`config.mk`:
```
export PLATFORM = sky130hd
export DESIGN_NAME = uart_frame_parser
export DESIGN_NICKNAME = d
export VERILOG_FILES = /design/src/rtl/uart_pkg.sv /design/src/rtl/uart_frame_buf.sv /design/src/rtl/uart_frame_parser.sv
export SDC_FILE = /design/constraint.sdc
export NUM_CORES = 1
export LEC_CHECK = 0
export CORE_AREA = 2 2 153 110
export CTS_CLUSTER_SIZE = 12
export DETAILED_ROUTE_END_ITERATION = 10
export DIE_AREA = 0 0 155 112
export PLACE_DENSITY = 0.84
export SYNTH_ARGS = -nofsm -noshare
export SYNTH_HDL_FRONTEND = slang
export SYNTH_SLANG_ARGS = --single-unit
```
`constraint.sdc`:
```
create_clock -name clk -period 2.19 [get_ports clk]
set_input_delay 0.438 -clock clk [delete_from_list [all_inputs] [get_ports clk]]
set_output_delay 0.438 -clock clk [all_outputs]
set_load 0.02 [all_outputs]
```
`src/rtl/uart_pkg.sv`:
```
// uart_pkg
//   Shared definitions for the UART frame parser slice: the parser state
//   encoding, default framing constants and the statistics counter width.
package uart_pkg;

  // Parser states: hunt for SOF, take length, collect payload, verify
  // checksum, then stream the buffered payload out.
  typedef enum logic [2:0] {
    HUNT,
    LEN,
    PAYLOAD,
    CHK,
    DRAIN
  } state_t;

  localparam int         DEFAULT_MAX_LEN  = 16;
  localparam logic [7:0] DEFAULT_SOF_BYTE = 8'hA5;

  // Width of frame_count / err_count.
  localparam int         CNT_W = 8;

endpackage

```
`src/rtl/uart_frame_buf.sv`:
```
// uart_frame_buf
//   DEPTH x 8 simple dual-port payload buffer. One write port and one
//   registered read port; the read register holds its value while rd_en=0.
// Ports:
//   clk, rst_n         clock, asynchronous active-low reset (read register)
//   wr_en/wr_addr/wr_data   write port
//   rd_en/rd_addr      read request; rd_data updates on the next edge
//   rd_data            registered read data
module uart_frame_buf #(
  parameter int DEPTH = 16,
  parameter int AW    = (DEPTH > 1) ? $clog2(DEPTH) : 1
) (
  input  logic          clk,
  input  logic          rst_n,
  input  logic          wr_en,
  input  logic [AW-1:0] wr_addr,
  input  logic [7:0]    wr_data,
  input  logic          rd_en,
  input  logic [AW-1:0] rd_addr,
  output logic [7:0]    rd_data
);

  logic [7:0] mem [DEPTH];

  // NOTE: the storage array is deliberately not reset; every location is
  // written before it is read, and a reset would forbid mapping to RAM.
  always_ff @(posedge clk) begin
    if (wr_en) mem[wr_addr] <= wr_data;
  end

  // The read register is reset so the block output starts at 0.
  always_ff @(posedge clk or negedge rst_n) begin
    if (!rst_n)     rd_data <= '0;
    else if (rd_en) rd_data <= mem[rd_addr];
  end

endmodule

```
`src/rtl/uart_frame_parser.sv`:
```
// uart_frame_parser
//   Pops bytes from a UART RX FIFO and delineates frames of the form
//   SOF, LEN, payload[LEN], XOR checksum (LEN ^ all payload bytes).
//   The payload is buffered and streamed out only after the checksum
//   matches. Length, checksum and inter-byte timeout errors are pulsed
//   and counted; good delivered frames are counted.
// Ports:
//   clk, reset         clock, asynchronous active-low reset
//   rx_empty, rx_data  FIFO status and read data (valid cycle after rx_rd_en)
//   rx_rd_en           single-cycle FIFO pop
//   out_data/out_valid/out_ready/out_last   payload stream, valid/ready
//   err_len, err_chk, err_timeout           one-cycle error pulses
//   frame_count        delivered good frames (wraps)
//   err_count          total errors (saturates)
module uart_frame_parser
  import uart_pkg::*;
#(
  parameter int         MAX_LEN  = DEFAULT_MAX_LEN,
  parameter logic [7:0] SOF_BYTE = DEFAULT_SOF_BYTE,
  parameter int         TIMEOUT  = 1000
) (
  input  logic             clk,
  input  logic             reset,
  input  logic             rx_empty,
  input  logic [7:0]       rx_data,
  output logic             rx_rd_en,
  output logic [7:0]       out_data,
  output logic             out_valid,
  input  logic             out_ready,
  output logic             out_last,
  output logic             err_len,
  output logic             err_chk,
  output logic             err_timeout,
  output logic [CNT_W-1:0] frame_count,
  output logic [CNT_W-1:0] err_count
);

  localparam int            AW      = (MAX_LEN > 1) ? $clog2(MAX_LEN) : 1;
  localparam int            TW      = $clog2(TIMEOUT + 1);
  localparam logic [TW-1:0] TO_LAST = TW'(TIMEOUT - 1);

  state_t        state, state_next;
  logic          rd_pend;      // a pop was issued last cycle
  logic          byte_vld;     // rx_data carries a consumed byte this cycle
  logic [7:0]    chk;
  logic [AW-1:0] len_m1;       // payload length minus one
  logic [AW-1:0] wptr, rptr, rptr_inc;
  logic [TW-1:0] tcnt;
  logic          in_frame, len_bad, to_hit, hs, hs_last, chk_pass;
  logic          set_err_len, set_err_chk, set_err_to;
  logic          buf_wr, buf_rd;
  logic [AW-1:0] buf_raddr;

  assign byte_vld = rd_pend;
  assign in_frame = (state inside {LEN, PAYLOAD, CHK});
  assign len_bad  = (rx_data == 8'd0) || (int'(rx_data) > MAX_LEN);
  assign rptr_inc = rptr + 1'b1;
  assign hs       = (state == DRAIN) && out_valid && out_ready;
  assign hs_last  = (rptr == len_m1);
  // The counter would reach TIMEOUT on this edge unless a byte arrives.
  assign to_hit   = in_frame && !byte_vld && (tcnt == TO_LAST);

  // NOTE: every signal driven here gets a default first so no path leaves
  // it unassigned, which would otherwise infer a latch.
  always_comb begin
    state_next  = state;
    chk_pass    = 1'b0;
    set_err_len = 1'b0;
    set_err_chk = 1'b0;
    set_err_to  = to_hit;
    buf_wr      = 1'b0;
    buf_rd      = 1'b0;
    buf_raddr   = rptr_inc;
    // Pops are gated by reset so nothing is drained from the FIFO while
    // the block is held in reset.
    rx_rd_en    = reset && !rx_empty && !rd_pend && (state != DRAIN);

    unique case (state)
      HUNT: begin
        if (byte_vld && rx_data == SOF_BYTE) state_next = LEN;
      end
      LEN: begin
        if (byte_vld) begin
          set_err_len = len_bad;
          state_next  = len_bad ? HUNT : PAYLOAD;
        end else if (to_hit) begin
          state_next = HUNT;
        end
      end
      PAYLOAD: begin
        if (byte_vld) begin
          buf_wr = 1'b1;
          if (wptr == len_m1) state_next = CHK;
        end else if (to_hit) begin
          state_next = HUNT;
        end
      end
      CHK: begin
        if (byte_vld) begin
          chk_pass    = (rx_data == chk);
          set_err_chk = !chk_pass;
          state_next  = chk_pass ? DRAIN : HUNT;
          // Prefetch the first payload byte so out_data is ready together
          // with out_valid.
          buf_rd      = chk_pass;
          buf_raddr   = '0;
        end else if (to_hit) begin
          state_next = HUNT;
        end
      end
      DRAIN: begin
        if (hs) begin
          if (hs_last) state_next = HUNT;
          else         buf_rd     = 1'b1;
        end
      end
      default: state_next = HUNT;
    endcase
  end

  // NOTE: sequential state uses non-blocking assignments so every register
  // samples pre-edge values regardless of statement order.
  always_ff @(posedge clk or negedge reset) begin
    if (!reset) state <= HUNT;
    else        state <= state_next;
  end

  always_ff @(posedge clk or negedge reset) begin
    if (!reset) begin
      rd_pend     <= 1'b0;
      chk         <= '0;
      len_m1      <= '0;
      wptr        <= '0;
      rptr        <= '0;
      tcnt        <= '0;
      out_valid   <= 1'b0;
      out_last    <= 1'b0;
      err_len     <= 1'b0;
      err_chk     <= 1'b0;
      err_timeout <= 1'b0;
      frame_count <= '0;
      err_count   <= '0;
    end else begin
      rd_pend     <= rx_rd_en;
      err_len     <= set_err_len;
      err_chk     <= set_err_chk;
      err_timeout <= set_err_to;
      out_valid   <= (state_next == DRAIN);

      if (!in_frame || byte_vld || to_hit) tcnt <= '0;
      else                                 tcnt <= tcnt + 1'b1;

      unique case (state)
        HUNT: if (byte_vld && rx_data == SOF_BYTE) chk <= '0;
        LEN: if (byte_vld && !len_bad) begin
          len_m1 <= AW'(rx_data - 8'd1);
          chk    <= rx_data;
          wptr   <= '0;
        end
        PAYLOAD: if (byte_vld) begin
          chk  <= chk ^ rx_data;
          wptr <= wptr + 1'b1;
        end
        CHK: if (chk_pass) begin
          rptr     <= '0;
          out_last <= (len_m1 == '0);
        end
        DRAIN: if (hs) begin
          rptr     <= rptr_inc;
          out_last <= !hs_last && (rptr_inc == len_m1);
        end
        default: ;
      endcase

      if (hs && hs_last) frame_count <= frame_count + 1'b1;
      if ((set_err_len || set_err_chk || set_err_to) && err_count != '1)
        err_count <= err_count + 1'b1;
    end
  end

  uart_frame_buf #(
    .DEPTH (MAX_LEN),
    .AW    (AW)
  ) u_buf (
    .clk     (clk),
    .rst_n   (reset),
    .wr_en   (buf_wr),
    .wr_addr (wptr),
    .wr_data (rx_data),
    .rd_en   (buf_rd),
    .rd_addr (buf_raddr),
    .rd_data (out_data)
  );

endmodule

```
==> results.tsv, run 1 <==
stage	metric	value	unit
run_status	outcome	completed	
critical_path	reg2reg_from	chk[0]	
cts	htreeDepth	4	
drt	drtAntennaViolNets	0	
cts	clk_path_buf_depth	2	
drt	avgViaCountPerCell	6.02	
cts	insertion_delay	440	ps
sta	hold_ws	215	ps
sta	tightest_slew	812	ps
drt	dr_total_vias	5790	
grt	antenna_found_initial	0	
cts	cts_tree	built	
critical_path	crit_end	err_count[7]	
hold_path	hold_class	input pin to asynchronous set/reset pin	
cts	clock-root-buffer	clkbuf_16	
sta	max_slew_margin	45.9	%
sta	drv_slew	0	
power_and_ir_drop	power.density	803	nW/µm²
power_and_ir_drop	swShare	27.3	%
synthesis	ys.flop_type	edfxtp_1	
power_and_ir_drop	combPwrFrac	10.5	%
final_layout	drive_above_1_share	20.4	%
power_and_ir_drop	p_leak	3.78	nW
critical_path	regToRegEndpoint	err_count[7]	
critical_path	crit_path_start	rx_data[0]	
floorplanning	core-area	16000	µm²
final_layout	n_antenna_cell	0	
synthesis	syn-cell-area	8480	µm²
cts	clkSlewWorstSetupHoldPaths	70	ps
job	drv_cap	0	
sta	timing.final.hold_violations	0	
drt	drc_errors	0	
cts	hold_buffers	0	
critical_path	critPathRequiredTime	2520	ps
sta	clock_skew	14.6	ps
sta	period_needed	2170	ps
final_layout	final_cell_area	10300	µm²
synthesis	ys_warn_count	0	
final_layout	final_cell_mix	128 x edfxtp_1, 63 x buf_4, 61 x dfrtp_1	
sta	setup_violations	0	
power_and_ir_drop	p_switching	2.25	mW
synthesis	async_flop_share	33.0	%
grt	grt_max_degree	64	
drt	dr.pass1.iters	5	
power_and_ir_drop	power_frac_clock	37.8	%
critical_path	path_class	input pin to flip-flop	
cts	cts_sinks	191	
placed_design	place_ws	-650	ps
placed_design	dpl.cell_count	925	
floorplanning	row_count	39	
floorplanning	die_height	112	µm
sta	fmax	461	MHz
floorplanning	start_util	53.1	%
grt	grtUsageTotal	23.8	%
cts	numCtsBuffers	17	
final_layout	area_growth	21.3	%
power_and_ir_drop	ir_drop	0.647	mV
floorplanning	dieWidth	155	µm
synthesis	syn_avg_cell_area	13.1	µm²
drt	drt_wl_total	19900	µm
placed_design	place_congestion	0.883	
synthesis	postSynthCellCount	645	
synthesis	synthDistinctLibCells	66	
critical_path	ff2ff_setup_slack	50	ps
critical_path	r2r_cells	6	
critical_path	endpoint_kind	flip-flop	
synthesis	ys_ff_latch	191	
synthesis	syn_nets	667	
power_and_ir_drop	seq_power_share	51.6	%
sta	timing.final.crit_share	99.1	%
floorplanning	io_pins	42	
grt	grt-ovfl-total	0	
sta	grt_setup_unrepaired	yes	
synthesis	synth_edf_count	128	
placed_design	hpwl	13300	µm
grt	grt_pass1_wl	31000	µm
sta	setup_slack	19.9	ps
final_layout	num-fill-cells	1100	
final_layout	nNetsFinal	765	
final_layout	layout_commonest_cell	edfxtp_1	
critical_path	crit_fanout	3	
placed_design	placement.io_buffers	41	
synthesis	seq_area_frac_synth	64.0	%
power_and_ir_drop	p_int	6.00	mW
floorplanning	die_area	17400	µm²
placed_design	dpl_cell_area	9540	µm²
drt	first_iter_violations	551	
critical_path	crit_arrival	2500	ps
grt	grt_pass1_vias	5680	
drt	wl_per_cell	20.7	µm
critical_path	setup.worst_path.start_class	input pin	
final_layout	fin_cells	961	
worst min path at each step:
stage	from	to	slack (ps)	depth (start not counted)
floorplan	reset	byte_vld	140	0
finish	reset	frame_count[2]	220	2
global placement	frame_count[7]	frame_count[7]	460	1
global route	reset	frame_count[2]	270	2
CTS	reset	err_timeout	220	2
detailed placement	frame_count[7]	frame_count[7]	470	1
state kept, by name (all words and copies together) (netlist names):
name           flops
rptr               4
u_buf.rd_data      8
wptr               4
err_timeout        1
tcnt              10
err_chk            1
frame_count        8
state              3
chk                8
err_count          8
u_buf.mem        128
err_len            1
byte_vld           1
out_last           1
len_m1             4
out_valid          1
metal layers:
| metal | vias up | GRT usage [%] | wire, µm |
|---|---|---|---|
| met5 | - | 0 | 0 |
| met4 | 0 | 6.17 | 282 |
| met3 | 27 | 6.42 | 1730 |
| met2 | 278 | 36.4 | 9170 |
| met1 | 2877 | 34.0 | 8690 |
| li1 | 2608 | - | - |
final cells by class:
cell class,instances,area (µm²),area share (%)
Clock buffer,17,425,4.14
Clock inverter,15,170,1.66
Inverter,10,37.5,0.365
Multi-Input combinational cell,410,2940,28.6
Sequential cell,191,5420,52.8
Tap cell,205,256,2.50
Timing Repair Buffer,113,1020,9.96
worst max-delay path: stages:
cell and delay, ps:
dlygate4sd2_1 300, buf_4 160, xor2_1 150, nor4_2 400, a21oi_1 180, or3_1 440
nand4_2 120, mux2_1 310
through the flow:
stage / util, % / power, mW / TNS, ps
after floorplan: - / 4.80 / -18.6
after global placement: 59.8 / 5.10 / -14440
after detailed placement: 59.8 / 5.17 / -16050
after CTS: 63.7 / 8.27 / 0
after global routing: 64.4 / 8.56 / -8.12
final: 64.4 / 8.26 / 0
synth_stat cells, types with 5 or more instances:
| library cell | instances | area share (%) |
|---|---|---|
| nand4_1 | 5 | 0.37 |
| xor2_1 | 27 | 2.8 |
| edfxtp_1 | 128 | 45 |
| dfrtp_1 | 63 | 19 |
| nor3_1 | 10 | 0.59 |
| o22ai_1 | 9 | 0.66 |
| inv_1 | 10 | 0.44 |
| mux4_2 | 7 | 1.9 |
| a21oi_1 | 15 | 0.89 |
| xnor2_1 | 14 | 1.4 |
| o211ai_1 | 8 | 0.71 |
| ha_1 | 10 | 1.5 |
| nand2_1 | 56 | 2.5 |
| a32o_1 | 8 | 0.94 |
| o21ai_0 | 33 | 1.9 |
| nand3_1 | 29 | 1.7 |
| buf_2 | 13 | 0.77 |
| nor2_1 | 61 | 2.7 |
| o22a_1 | 14 | 1.4 |
| nor2b_1 | 5 | 0.37 |
| mux2i_1 | 23 | 2.7 |
| a31oi_1 | 6 | 0.44 |
| nor4_1 | 5 | 0.37 |
| a221oi_2 | 5 | 0.89 |
| nand2b_1 | 5 | 0.37 |
| clkbuf_1 | 12 | 0.53 |
| and3_1 | 8 | 0.59 |
power by group through the flow:
stage,combinational (mW),sequential [mW],clock [mW]
6_report,0.871,4.26,3.12
5_1_grt,0.963,4.29,3.30
4_1_cts,0.863,4.26,3.15
3_5_place_dp,0.836,4.33,0
3_3_place_gp,0.784,4.31,0
2_1_floorplan,0.556,4.25,0
kinds of logic (layout without fill, tap and decap cells):
family,count (synthesis),after routing,synth area share [%]
and+or+nand+nor,209,209,12.7
AOI/OAI and AO/OA,115,115,9.74
muxes,33,33,4.97
xor gates and xnor gates,43,43,4.62
buffers and inverters,44,155,2.55
DFF,191,191,64.0
adders and majority gates,10,10,1.48
what timing repair did:
action                     CTS  global route
cloned                       0             0
pin swaps                    1             2
setup endpoints to repair   25            20
gates resized for setup     14            17
setup buffers                0             4
No activity file was read; power rests on OpenSTA's default activity.
==> inputs of run 2 (changes only) <==
- SLEW_MARGIN: not set -> 25
==> results of run 2 <==
The final DEF is identical to that of run 1; final timing and power are the same.
==> inputs of run 3 (changes only) <==
- CTS_CLUSTER_DIAMETER: not set -> 30
- PLACE_DENSITY: 0.84 -> 0.8
==> run 3 against run 2 <==
Compared with the run above: the run now ends with setup timing left; power rose by 1.2%; worst hold slack improved by 13 ps; sequential cell count did not move; critical path type unchanged.
==> results.tsv, run 3 (same netlist as run 1, synthesis figures left out) <==
stage	metric	value	unit	change
run_status	outcome	finished, violations left		was completed
run_status	violations	setup timing		
cts	clk_path_buf_depth	2		unchanged
final_layout	n_antenna_cell	0		unchanged
placed_design	hpwl	13900	µm	was 13,300 µm
cts	clock-root-buffer	clkbuf_16		unchanged
final_layout	num-fill-cells	1102		was 1,100
sta	fmax	450	MHz	was 461 MHz
job	drv_cap	0		unchanged
drt	avgViaCountPerCell	6.08		was 6.02
cts	htreeDepth	4		unchanged
critical_path	ff2ff_setup_slack	20	ps	was 50 ps
grt	grt-ovfl-total	0		unchanged
critical_path	critPathRequiredTime	2510	ps	was 2520 ps
final_layout	multi_input_area	2980	µm²	was 2940 µm²
drt	dr_total_vias	5865		was 5,790
critical_path	crit_fanout	5		was 3
cts	clkSlewWorstSetupHoldPaths	70	ps	about the same
floorplanning	die_height	112	µm	unchanged
grt	grt_pass1_vias	5872		was 5,680
final_layout	regMostFlops	u_buf.mem		unchanged
cts	hold_buffers	0		unchanged
floorplanning	die_area	17400	µm²	unchanged
floorplanning	io_pins	42		unchanged
drt	drt_wl_total	20500	µm	was 19,900 µm
sta	clock_skew	13.2	ps	was 14.6 ps
power_and_ir_drop	total_power	8.36	mW	was 8.26 mW
final_layout	drive_above_1_share	21.4	%	was 20.4%
sta	tightest_slew	829	ps	was 812 ps
drt	dr.pass1.iters	6		was 5
sta	timing.final.hold_violations	0		unchanged
floorplanning	dieWidth	155	µm	unchanged
sta	timing.final.crit_share	102	%	was 99.1%
final_layout	layout.area.seq	5420	µm²	unchanged
placed_design	place_congestion	0.855		was 0.883
sta	drv_slew	0		unchanged
sta	max_slew_margin	44.7	%	was 45.9%
critical_path	setup.worst_path.start_class	input pin		unchanged
critical_path	path_class	input pin to flip-flop		unchanged
floorplanning	core-area	16000	µm²	unchanged
critical_path	regToRegEndpoint	err_count[4]		was err_count[7]
power_and_ir_drop	p_leak	3.81	nW	was 3.78 nW
final_layout	postLayoutCoreUtil	64.7	%	was 64.4%
final_layout	final_cell_mix	128 x edfxtp_1, 70 x buf_4, 61 x dfrtp_1		was 128 x edfxtp_1, 63 x buf_4, 61 x dfrtp_1
final_layout	largest_reg_flops	128		unchanged
floorplanning	start_util	53.1	%	unchanged
final_layout	nNetsFinal	769		was 765
sta	hold_ws	228	ps	was 215 ps
sta	setup_violations	3		was 0
floorplanning	row_count	39		unchanged
final_layout	layout_commonest_cell	edfxtp_1		unchanged
grt	grtUsageTotal	24.5	%	was 23.8%
drt	first_iter_violations	499		was 551
sta	period_needed	2220	ps	was 2170 ps
cts	cts_tree	built		unchanged
placed_design	placement.io_buffers	41		unchanged
cts	insertion_delay	440	ps	about the same
drt	drtAntennaViolNets	0		unchanged
sta	grt_setup_unrepaired	yes		unchanged
cts	numCtsBuffers	17		unchanged
hold_path	hold_class	input pin to asynchronous set/reset pin		unchanged
drt	drc_errors	0		unchanged
power_and_ir_drop	ir_drop	0.626	mV	was 0.647 mV
critical_path	endpoint_kind	flip-flop		unchanged
final_layout	reg.largest.list	u_buf.mem x128, tcnt x10		unchanged
drt	wl_per_cell	21.2	µm	was 20.7 µm
final_layout	area_growth	21.9	%	was 21.3%
critical_path	crit_arrival	2550	ps	was 2500 ps
grt	grt_pass1_wl	31800	µm	was 31,000 µm
sta	setup_slack	-33.0	ps	was 19.9 ps
critical_path	reg2reg_from	chk[7]		was chk[0]
power_and_ir_drop	power.density	809	nW/µm²	was 803 nW/µm²
grt	antenna_found_initial	0		unchanged
placed_design	place_ws	-738	ps	was -650 ps
critical_path	r2r_cells	7		was 6
cts	cts_sinks	191		unchanged
grt	grt_max_degree	64		unchanged
==> run 3: repair_timing <==
action / CTS / global route
gates resized for setup: 16 / 26
pin swaps: 0 / 1
setup buffers: 0 / 4
endpoints found under the setup margin: 28 / 65
==> run 3: worst max-delay path, stage by stage <==
cell	delay, ps
clkdlybuf4s50_1	400
buf_4	170
xor2_1	160
nor4_1	370
a21oi_2	130
or3_1	410
buf_4	170
a41oi_1	230
a21oi_1	60
==> run 3: where the power goes <==
part	switching [mW]	leakage [nW]	internal, mW	total, mW
Combinational	0.537	1.51	0.345	0.882
Sequential	0.230	2.00	4.03	4.26
Clock	1.40	0.298	1.82	3.21
==> run 3: cell type report <==
type | instances | share of cell area (%)
flip-flops and latches | 191 | 52.5
multi-input cells | 410 | 28.9
inverters | 10 | 0.363
clock buffers | 17 | 4.12
well taps | 205 | 2.48
clock inverters | 15 | 1.78
repair buffers | 117 | 9.87
==> run 3: worst max-delay path by stage <==
stage                     startpoint              end  slack [ps]  depth (start not counted)
after global placement    rx_data[0]     err_count[4]        -690                         10
after global routing      rx_data[6]     err_count[4]         -50                          9
after detailed placement  rx_data[0]     err_count[4]        -740                         10
final                     rx_data[6]     err_count[4]         -30                          9
after floorplan             state[0]  u_buf.mem[0][0]          -1                          5
after CTS                   state[1]         rx_rd_en         -10                          3
==> run 3: through the flow <==
stage	cell area, µm²	TNS, ps	std cells
final	10300	-53.6	965
after global routing	10300	-186	965
after CTS	10200	-12.7	961
after detailed placement	9560	-18540	929
after global placement	9560	-17850	929
after floorplan	8490	-18.6	645
==> run 3: metal layers <==
metal  GRT usage [%]  vias up  part of all wire (%)
met4            9.26        0                   2.5
met1            32.4     2944                    42
met2            38.5      254                    47
li1                -     2626                     -
met5               0        -                     0
met3            7.63       41                   8.8
